`src/rtl/core_mem_arbiter.sv`:
```
// Round-robin arbiter sharing one req/gnt/rvalid memory port between instruction fetch and data.
// An in-order ID FIFO routes each memory response back to the channel that issued it.
module core_mem_arbiter #(
  parameter int unsigned ADDR_WIDTH      = 32,
  parameter int unsigned DATA_WIDTH      = 32,
  parameter int unsigned MAX_OUTSTANDING = 2
) (
  input  logic                  clk_i,
  input  logic                  rst_ni,

  input  logic                  instr_req_i,
  output logic                  instr_gnt_o,
  output logic                  instr_rvalid_o,
  input  logic [ADDR_WIDTH-1:0] instr_addr_i,
  output logic [DATA_WIDTH-1:0] instr_rdata_o,

  input  logic                  data_req_i,
  output logic                  data_gnt_o,
  output logic                  data_rvalid_o,
  input  logic [ADDR_WIDTH-1:0] data_addr_i,
  input  logic                  data_we_i,
  input  logic [3:0]            data_be_i,
  input  logic [DATA_WIDTH-1:0] data_wdata_i,
  output logic [DATA_WIDTH-1:0] data_rdata_o,

  output logic                  mem_req_o,
  input  logic                  mem_gnt_i,
  input  logic                  mem_rvalid_i,
  output logic [ADDR_WIDTH-1:0] mem_addr_o,
  output logic                  mem_we_o,
  output logic [3:0]            mem_be_o,
  output logic [DATA_WIDTH-1:0] mem_wdata_o,
  input  logic [DATA_WIDTH-1:0] mem_rdata_i,

  output logic                  protocol_err_o
);

  localparam int unsigned PtrW = (MAX_OUTSTANDING > 1) ? $clog2(MAX_OUTSTANDING) : 1;
  localparam int unsigned CntW = $clog2(MAX_OUTSTANDING + 1);
  localparam logic [PtrW-1:0] PtrLast = PtrW'(MAX_OUTSTANDING - 1);
  localparam logic [CntW-1:0] CntFull = CntW'(MAX_OUTSTANDING);

  localparam logic ChInstr = 1'b0;
  localparam logic ChData  = 1'b1;

  typedef enum logic [1:0] {StIdle, StLockI, StLockD} lock_e;

  lock_e                      lock_q, lock_d;
  logic                       rr_last_q, rr_last_d;
  logic [MAX_OUTSTANDING-1:0] id_q, id_d;
  logic [PtrW-1:0]            wptr_q, wptr_d;
  logic [PtrW-1:0]            rptr_q, rptr_d;
  logic [CntW-1:0]            count_q, count_d;
  logic                       err_q, err_d;

  logic sel;
  logic sel_req;
  logic full;
  logic handshake;
  logic pop;
  logic head_id;

  function automatic logic [PtrW-1:0] ptr_inc(input logic [PtrW-1:0] p);
    return (p == PtrLast) ? '0 : p + PtrW'(1);
  endfunction

  // Selection: a locked channel keeps the port until granted, otherwise round-robin.
  always_comb begin
    sel = ChData;
    case (lock_q)
      StLockI: sel = ChInstr;
      StLockD: sel = ChData;
      default: begin
        if (instr_req_i && !data_req_i)      sel = ChInstr;
        else if (data_req_i && !instr_req_i) sel = ChData;
        else                                 sel = ~rr_last_q;
      end
    endcase
  end

  assign sel_req   = sel ? data_req_i : instr_req_i;
  assign full      = (count_q == CntFull);
  assign mem_req_o = rst_ni & ~full & sel_req;
  assign handshake = mem_req_o & mem_gnt_i;

  assign instr_gnt_o = handshake & ~sel;
  assign data_gnt_o  = handshake & sel;

  assign mem_addr_o  = sel ? data_addr_i : instr_addr_i;
  assign mem_we_o    = sel & data_we_i;
  assign mem_be_o    = sel ? data_be_i : 4'hF;
  assign mem_wdata_o = sel ? data_wdata_i : '0;

  // Responses return in issue order; an rvalid with nothing outstanding is dropped and flagged.
  assign pop     = mem_rvalid_i & (count_q != '0);
  assign head_id = id_q[rptr_q];

  assign instr_rvalid_o = rst_ni & pop & ~head_id;
  assign data_rvalid_o  = rst_ni & pop & head_id;
  assign instr_rdata_o  = mem_rdata_i;
  assign data_rdata_o   = mem_rdata_i;

  assign protocol_err_o = err_q;

  always_comb begin
    lock_d    = lock_q;
    rr_last_d = rr_last_q;
    id_d      = id_q;
    wptr_d    = wptr_q;
    rptr_d    = rptr_q;
    count_d   = count_q;
    err_d     = err_q;

    case (lock_q)
      StIdle: begin
        if (mem_req_o && !mem_gnt_i) lock_d = sel ? StLockD : StLockI;
      end
      default: begin
        // A withdrawn request also releases the lock.
        if (handshake || !sel_req) lock_d = StIdle;
      end
    endcase

    if (handshake) begin
      id_d[wptr_q] = sel;
      wptr_d       = ptr_inc(wptr_q);
      rr_last_d    = sel;
    end

    if (pop) rptr_d = ptr_inc(rptr_q);

    case ({handshake, pop})
      2'b10:   count_d = count_q + CntW'(1);
      2'b01:   count_d = count_q - CntW'(1);
      default: count_d = count_q;
    endcase

    if (mem_rvalid_i && (count_q == '0)) err_d = 1'b1;
  end

  always_ff @(posedge clk_i or negedge rst_ni) begin
    if (!rst_ni) begin
      lock_q    <= StIdle;
      rr_last_q <= ChInstr;
      id_q      <= '0;
      wptr_q    <= '0;
      rptr_q    <= '0;
      count_q   <= '0;
      err_q     <= 1'b0;
    end else begin
      lock_q    <= lock_d;
      rr_last_q <= rr_last_d;
      id_q      <= id_d;
      wptr_q    <= wptr_d;
      rptr_q    <= rptr_d;
      count_q   <= count_d;
      err_q     <= err_d;
    end
  end

endmodule

```
`config.mk`:
```
export PLATFORM = sky130hd
export DESIGN_NAME = core_mem_arbiter
export DESIGN_NICKNAME = d
export VERILOG_FILES = /design/src/rtl/core_mem_arbiter.sv
export SDC_FILE = /design/constraint.sdc
export NUM_CORES = 1
export LEC_CHECK = 0
export CAP_MARGIN = 30
export CORE_AREA = 2 2 107 109
export CTS_CLUSTER_SIZE = 8
export DETAILED_ROUTE_END_ITERATION = 12
export DIE_AREA = 0 0 109 111
export HOLD_SLACK_MARGIN = 0.03
export PLACE_DENSITY = 0.73
export SLEW_MARGIN = 10
export SYNTH_ARGS = -nofsm -noshare
export SYNTH_HDL_FRONTEND = slang
export SYNTH_SLANG_ARGS = --single-unit
```
`constraint.sdc`:
```
create_clock -name clk_i -period 2.1 [get_ports clk_i]
set_input_delay 0.42 -clock clk_i [delete_from_list [all_inputs] [get_ports clk_i]]
set_output_delay 0.42 -clock clk_i [all_outputs]
set_load 0.005 [all_outputs]
```
---- After elaboration in Yosys (flattened, before gate mapping) ----
Cells that the tools add are included.
word-level totals
  bits of input ports ..................... 139
  bits in registers ....................... 10
  word-level logic and storage cells ...... 69
cells by class
  reductions and logical operators ........ 16
  order comparisons ....................... 3
  mux-type cells .......................... 19
  add/subtract/negate cells ............... 4
  bitwise operators ....................... 14
  equal/unequal tests ..................... 6
operator list
  cell                   count
  $mux W32               2
  $and A1 B1 Y1          10
  $mux W1                8
  $mux W2                4
  $eq A2 B2 Y1 const B   3
  $reduce_bool A2 Y1     3
  $logic_and A1 B1 Y1    5
  $eq A2 B1 Y1 const B   2
  $logic_not A1 Y1       4
  $logic_not A2 Y1       2
  $lt A1 B2 Y1 const B   2
  $mux W4                1
  $not A1 Y1             4
  $pmux W2 S2            1
  $add A1 B1 Y1 const B  2
  $add A2 B1 Y2 const B  1
  $bwmux W2              1
  $ne A2 B2 Y1 const B   1
  $pmux W1 S2            1
  $reduce_and A2 Y1      1
  $sub A2 B1 Y2 const B  1
  $demux W1 S1           1
  $ge A1 B1 Y1 const B   1
  $logic_or A1 B1 Y1     1

---- Depth between registers and ports, before layout ----
Gate-level depths: netlist of the first run.
  word-level depth ........................ 11
  gate-level depth with buffers ........... 8

---- Worst setup path after synthesis of the first run ----
No wires, ideal clock.
  path type ............................... register to output
  start point ............................. reg lock_q[1]
  end point ............................... out mem_addr_o[24]
  arrival time ............................ 1.667 ns
  stages on the path, launching flop included .. 9
  data required time ...................... 1.680 ns
  path slack .............................. 0.013 ns
  buffers on the path ..................... 2
  path through ............................ dfrtp_1 inv_1 ha_1 inv_1 o211a_1 a21oi_2 buf_4 buf_4 mux2_1
on the way
  longest elaborated chain between the ends .. 3
  elaborated cells on any way between the ends .. 4
ends and longest elaborated chain
  what                                          RTL line  source
  start, declared                               48        lock_e lock_q, lock_d;
  start signal, assigned                        143       lock_q <= StIdle;
  start signal, assigned                        151       lock_q <= lock_d;
  $eq A2 B2 Y1 or $eq A2 B1 Y1 (tied branches)  70        case (lock_q)
  $pmux W1 S2 (*)                               70
  $mux W32 (*)                                  89        assign mem_addr_o = sel ? data_addr_i : instr_addr_i;
  end, declared                                 29        output logic [ADDR_WIDTH-1:0] mem_addr_o,
Every way passes the cells marked *; elsewhere a longest branch is shown, timed or not.

---- Worst setup path after layout of the first run ----
  start point ............................. reg lock_q[0]
  end point ............................... out mem_addr_o[26]
Same word-level chain as after synthesis.

==> results of run 1 <==
-- timing repair --
action                                 in CTS  in global routing
gates cloned                                7                  1
endpoints found under the hold margin       0                  0
setup endpoints to repair                  77                 77
pin swaps                                   4                 15
buffers inserted                           11                  8
resized for setup                         397                 47
-- worst paths after layout --
check / slack, ps / endpoint / startpoint
setup / recovery: -420 / mem_addr_o[26] / lock_q[0]
hold / removal: 300 / protocol_err_o / rst_ni
setup reg to reg: -60 / count_q[1] / lock_q[0]
hold reg to reg: 450 / protocol_err_o / protocol_err_o
max in group asynchronous: 1530 / rr_last_q / rst_ni
min in group clk_i: 450 / protocol_err_o / protocol_err_o
-- layer usage --
layer / global-route usage / vias up
li1: - / 946
met1: 0.184 / 974
met2: 0.246 / 78
met3: 0.0482 / 40
met4: 0.0513 / 0
met5: 0 / -
-- critical path: stages, from the launching register on --
cell and delay (ps):
dfrtp_1 380, inv_2 80, ha_4 210, inv_2 50, o211a_1 190, a21oi_4 50
buf_6 120, buf_12 120, buf_12 120, buf_12 120, mux2_4 300, buf_6 120
-- through the flow --
stage                     setup slack [ps]  hold WS, ps   util  setup TNS (ps)  area [sq um]
after floorplan                       13.2          124      -               0          1780
after global placement                -819          442  0.310          -53620          3430
after detailed placement              -844          451  0.310          -54380          3430
after CTS                             -442          248  0.366          -21990          4060
after global routing                  -519          323  0.380          -29440          4200
final                                 -425          301  0.380          -22050          4200
-- cell usage after synthesis, types with 2 or more instances --
cell type  instances  area share
nand2b_1           5       0.018
mux2_1             7       0.044
mux2_2            28        0.18
inv_1              6       0.013
nor3_1             5       0.014
nor2b_1            3       0.011
buf_4             66        0.28
buf_2              4       0.011
ha_1               2       0.014
mux2i_1            2       0.011
clkbuf_2           2      0.0056
and2_1            34        0.12
o21ai_0            4       0.011
nor2_1             5       0.011
dfrtp_1           10        0.14
o211ai_1           3       0.013
-- cells in the final DEF (no fill, tap or decap), types with 4 or more instances in the layout --
cell / netlist / routed
and2_1: 34 / 13
and2_4: 0 / 21
buf_12: 0 / 8
buf_16: 0 / 4
buf_2: 4 / 13
buf_4: 66 / 21
buf_6: 0 / 58
clkbuf_16: 0 / 4
clkdlybuf4s15_2: 0 / 4
clkdlybuf4s50_1: 0 / 104
dfrtp_1: 10 / 10
dlygate4sd2_1: 0 / 4
mux2_4: 0 / 35
nor2_1: 5 / 4
-- area by class of cell --
class                           instances  area [sq um]
Clock buffer                            4          88.8
Inverter                                6          22.5
Tap cell                              143           179
Timing Repair Buffer                  225          2370
Multi-Input combinational cell        119          1290
Fill cell                            1098          6870
Sequential cell                        10           250
-- registers in the layout (all words and copies together) (netlist names) --
signal	cells
lock_q	2
rr_last_q	1
protocol_err_o	1
rptr_q	1
wptr_q	1
count_q	2
id_q	2
-- power groups by stage --
stage	Combinational, mW	Sequential (mW)	Clock (mW)
floorplan	1.44	0.317	0
global placement	3.17	0.331	0
detailed placement	3.20	0.338	0
CTS	4.99	0.338	0.384
global route	5.49	0.366	0.393
finish	5.21	0.353	0.378
-- cell families (layout without fill, tap and decap cells) --
kind of cell	after synthesis	count (layout)	share of synthesized area
AOI/OAI and AO/OA	18	18	0.0815
xor gates and xnor gates	2	2	0.00983
and+or+nand+nor	60	60	0.206
buffers and inverters	80	235	0.315
DFF	10	10	0.140
adders and majority gates	2	2	0.0140
muxes	37	37	0.232
==> reports/metrics.json, run 1 <==
{
  "switching_power_mw": 1.99,
  "grt_antenna_before_repair": 0,
  "final_nets": 506,
  "route.final.wire_length_um": 9920,
  "ant_nets": 0,
  "first_pass_iters": 4,
  "grt_overflow_total": 0,
  "arrival_ps": 2100,
  "crit_path_start_kind": "flip-flop",
  "grt.total_usage": 0.151,
  "coreArea_sq_um": 11100,
  "top_routing_layer_used": "met4",
  "yosysUniqueCellTypes": 39,
  "place.detailed.hpwl_um": 7160,
  "worst-endpoint-required_ps": 1680,
  "detailroute.wirelength.met2_um": 4750,
  "run_status": "finished, violations left",
  "yosys_most_used_dff": "dfrtp_1",
  "cts_tree": "done",
  "criticalPathCategory": "flip-flop to output pin",
  "layout_overhead_on_the_synthesized_area_pct": 136,
  "power.density_cell_area_nw_per_um2": 1410,
  "placementRows": 39,
  "worstSkewPairLatency_ps": 240,
  "remaining_drc_errors": 0,
  "io_buffers": 181,
  "htree_levels": 1,
  "vdd_drop_max_mv": 0.801,
  "power.share.clock": 0.064,
  "post-route-worst-setup-slack_ps": -425,
  "cell_area_synth_sq_um": 1780,
  "clock_skew_ps": 1.09,
  "final_hold_viol_count": 0,
  "fin_crit_sh": 1.20,
  "report.power.total_mw": 5.94,
  "worst_hold_path_type": "input port to async pin",
  "end_kind": "output pin",
  "clock_tree.buffer_depth": 2,
  "failed_checks": "setup timing",
  "swShare": 0.334,
  "first_global_vias": 2161,
  "slew_viol_final": 0,
  "timing.reg2reg.worst_path_depth": 9,
  "clock_pin_slew_reported_for_the_worst_setup_and_hold_paths_after_clock_tree_synthesis_ps": 40,
  "syn_nets": 350,
  "synth_area_per_cell_sq_um": 8.52,
  "static-leakage-power_nw": 1.92,
  "cp_max_fo": 5,
  "share_of_flip_flops_with_an_asynchronous_set_or_reset": 1.00,
  "yosys_warnings": 0,
  "postSynthCellCount": 209,
  "finalWorstPathRequiredPeriod_ps": 2520,
  "number_of_enable_flip_flop_cells_after_synthesis": 0,
  "synth-seq-cells": 10,
  "detail_route.wirelength.met1_um": 3920,
  "yosysSeqAreaShare": 0.140,
  "max_freq_mhz": 396,
  "clock_sink_count": 10,
  "antenna_cells": 0,
  "detail_route.vias_per_cell": 4.02,
  "largest_net_degree_at_the_start_of_global_routing": 14,
  "met3RoutedLength_um": 891,
  "fp.dieArea_sq_um": 12100,
  "tritoncts.num_buffers": 3,
  "global_route_wire_length_before_repair_um": 13600,
  "post_route_cells_drive_above_1_share": 0.541,
  "grt_setup_unrepaired": "yes",
  "place.gp.congestion": 0.846,
  "routed-via-count": 2038,
  "p_int_mw": 3.96,
  "dr.first_iter.drc_count": 33,
  "combinationalPowerShare": 0.877,
  "setup_violations": 74,
  "cts.hold.buffers_added": 0,
  "ios": 278,
  "clock_tree.root_cell": "clkbuf_16",
  "wl_per_cell_um": 19.6,
  "slew-limit-headroom": 0.489,
  "die_y_um": 111,
  "die-width_um": 109,
  "layoutNonFillerInstCount": 507,
  "floorplan.initialDensity": 0.161,
  "power.sequential.fraction": 0.059,
  "worst-slew-pin-transition_ps": 765,
  "cap_viol_max_count": 0,
  "placed_cells": 481
}
No activity file was read; power rests on OpenSTA's default activity.
==> run 2, diff against run 1 <==
SLEW_MARGIN = default   (was 10)
TNS_END_PERCENT = 50   (was default)
==> run 2 against run 1 <==
  * The run still ends with setup timing left
  * Sequential share of layout area up 0.22 points
  * Sequential power decreased by 3%
  * Clock power about the same
  * Final cell count shrank 0.99%
  * Wire length shrank 3.0%
  * Worst setup slack lost 16 ps
  * Global-route usage decreased by 0.13 points
  * Largest power group unchanged
  * Highest routed layer unchanged
==> reports/metrics.json, run 2 (same netlist as run 1, synthesis figures left out) <==
{
  "ios": 278,
  "placed_area_sq_um": 3430,
  "crit-reg2reg-launch": "lock_q[0]",
  "htree_levels": 1,
  "critical_path.startpoint": "lock_q[0]",
  "layout_common_cells": "104 x clkdlybuf4s50_1, 53 x buf_6, 33 x mux2_4, 21 x buf_4, 20 x and2_4",
  "final_nets": 501,
  "r2r_setup_slack_ps": 40,
  "fin_crit_sh": 1.21,
  "criticalPathCategory": "flip-flop to output pin",
  "grt_antenna_before_repair": 0,
  "ant_nets": 0,
  "worst-endpoint-required_ps": 1680,
  "power.sequential.fraction": 0.062,
  "timing.critical_path.slowest_cell_delay_ps": 380,
  "reg.largest.list": "count_q: 2 flops, id_q: 2 flops, lock_q: 2 flops",
  "clock_skew_ps": 1.29,
  "end_kind": "output pin",
  "cp_max_fo": 5,
  "clock_tree.root_cell": "clkbuf_16",
  "detail_route.vias_per_cell": 4.02,
  "global_route_wire_length_before_repair_um": 13500,
  "clock_tree.buffer_depth": 2,
  "first_global_vias": 2133,
  "coreArea_sq_um": 11100,
  "finish.utilization": 0.366,
  "layout_overhead_on_the_synthesized_area_pct": 127,
  "remaining_drc_errors": 0,
  "setup_violations": 72,
  "path_common_cell": "buf_12",
  "cts_tree": "done",
  "layoutNonFillerInstCount": 502,
  "grt_overflow_total": 0,
  "crit_path_start_kind": "flip-flop",
  "grt_setup_unrepaired": "yes",
  "clock_sink_count": 10,
  "place.gp.congestion": 0.846,
  "p_int_mw": 3.70,
  "failed_checks": "setup timing",
  "worst_hold_path_type": "input port to async pin",
  "power.share.clock": 0.068,
  "floorplan.initialDensity": 0.161,
  "static-leakage-power_nw": 1.85,
  "finalWorstPathRequiredPeriod_ps": 2540,
  "arrival_ps": 2120,
  "placed_cells": 481,
  "post_route_cells_drive_above_1_share": 0.515,
  "route.final.wire_length_um": 9620,
  "placementRows": 39,
  "worstPathCellList": "inv_2 -> ha_4 -> inv_2 -> o211a_1 -> a21oi_4 -> buf_12 -> buf_12 -> buf_12 -> buf_12 -> mux2_4 -> buf_6",
  "slew-limit-headroom": 0.616,
  "routed-via-count": 2017,
  "die_y_um": 111,
  "final_instance_area_sq_um": 4050,
  "place.detailed.hpwl_um": 7160,
  "swShare": 0.334,
  "io_buffers": 181,
  "largest_net_degree_at_the_start_of_global_routing": 14,
  "fp.dieArea_sq_um": 12100,
  "power.density_cell_area_nw_per_um2": 1370,
  "timing.setup.tns_ps": -19000,
  "switching_power_mw": 1.86,
  "wl_per_cell_um": 19.2,
  "vdd_drop_max_mv": 0.735,
  "timing.reg2reg.worst_path_depth": 8,
  "first_pass_iters": 4,
  "hold_ws_ps": 289,
  "slew_viol_final": 0,
  "count_of_filler_cells_inserted_in_the_layout": 1104,
  "final_hold_viol_count": 0,
  "run_status": "finished, violations left",
  "die-width_um": 109,
  "combinationalPowerShare": 0.870,
  "post-route-worst-setup-slack_ps": -440,
  "worstSkewPairLatency_ps": 240,
  "dr.first_iter.drc_count": 52,
  "max_freq_mhz": 394,
  "crit-reg2reg-capture": "count_q[1]",
  "layout.cells.most_common": "clkdlybuf4s50_1",
  "tritoncts.num_buffers": 3,
  "antenna_cells": 0,
  "critical_path.slowest_cell": "dfrtp_1",
  "crit_end": "mem_addr_o[26]",
  "worst-slew-pin-transition_ps": 574,
  "clock_pin_slew_reported_for_the_worst_setup_and_hold_paths_after_clock_tree_synthesis_ps": 40,
  "cap_viol_max_count": 0,
  "grt.total_usage": 0.149
}
run 2: changes by cell type in the layout (fill, tap and decap cells not counted), sizes merged:
cell / change
buf: -9
clkbuf: +2
clkdlybuf4s15: +2
run 2: cell type report:
class / count / area, sq um / share of cell area
clock buffers: 4 / 88.8 / 0.0219
repair buffers: 220 / 2290 / 0.565
inverters: 6 / 22.5 / 0.00556
flip-flops and latches: 10 / 250 / 0.0617
well taps: 143 / 179 / 0.0441
multi-input cells: 119 / 1220 / 0.302
run 2: timing repair:
item	in CTS	in global routing
buffers inserted	8	6
resized for setup	357	59
hold buffers	0	0
endpoints found under the setup margin	77	77
pin swaps	7	11
gates cloned	6	0
run 2: worst min-delay path by stage:
| stage | depth (start not counted) | to | slack [ps] |
|---|---|---|---|
| after floorplan | 0 | count_q[0] | 120 |
| after global placement | 1 | protocol_err_o | 440 |
| after detailed placement | 1 | protocol_err_o | 450 |
| after CTS | 2 | protocol_err_o | 250 |
| after global routing | 2 | protocol_err_o | 300 |
| final | 2 | protocol_err_o | 290 |
run 2: stage by stage:
stage          total power [mW]  setup slack [ps]
3_3_place_gp               3.50              -819
5_1_grt                    5.84              -517
3_5_place_dp               3.54              -844
6_report                   5.56              -440
4_1_cts                    5.34              -442
2_1_floorplan              1.76              13.2
run 2: worst max-delay path, delay by kind of cell, from the launching register on:
kind / cells / cell delay [ps]
compound gates: 2 / 230
mux: 1 / 300
buf+inv: 7 / 750
flops: 1 / 380
fa+ha+maj: 1 / 210
run 2: power by group through the flow:
stage / clock, mW / sequential (mW) / combinational, mW
2_1_floorplan: 0 / 0.317 / 1.44
3_3_place_gp: 0 / 0.331 / 3.17
3_5_place_dp: 0 / 0.338 / 3.20
4_1_cts: 0.384 / 0.338 / 4.62
5_1_grt: 0.393 / 0.358 / 5.09
6_report: 0.378 / 0.344 / 4.84
run 2: layer usage:
layer  vias to the layer above  wire length, um  GRT usage
met5                         -                0          0
met4                         0              323     0.0479
met3                        37              962     0.0488
met2                        86             4590      0.246
met1                       960             3750      0.181
li1                        934                -          -
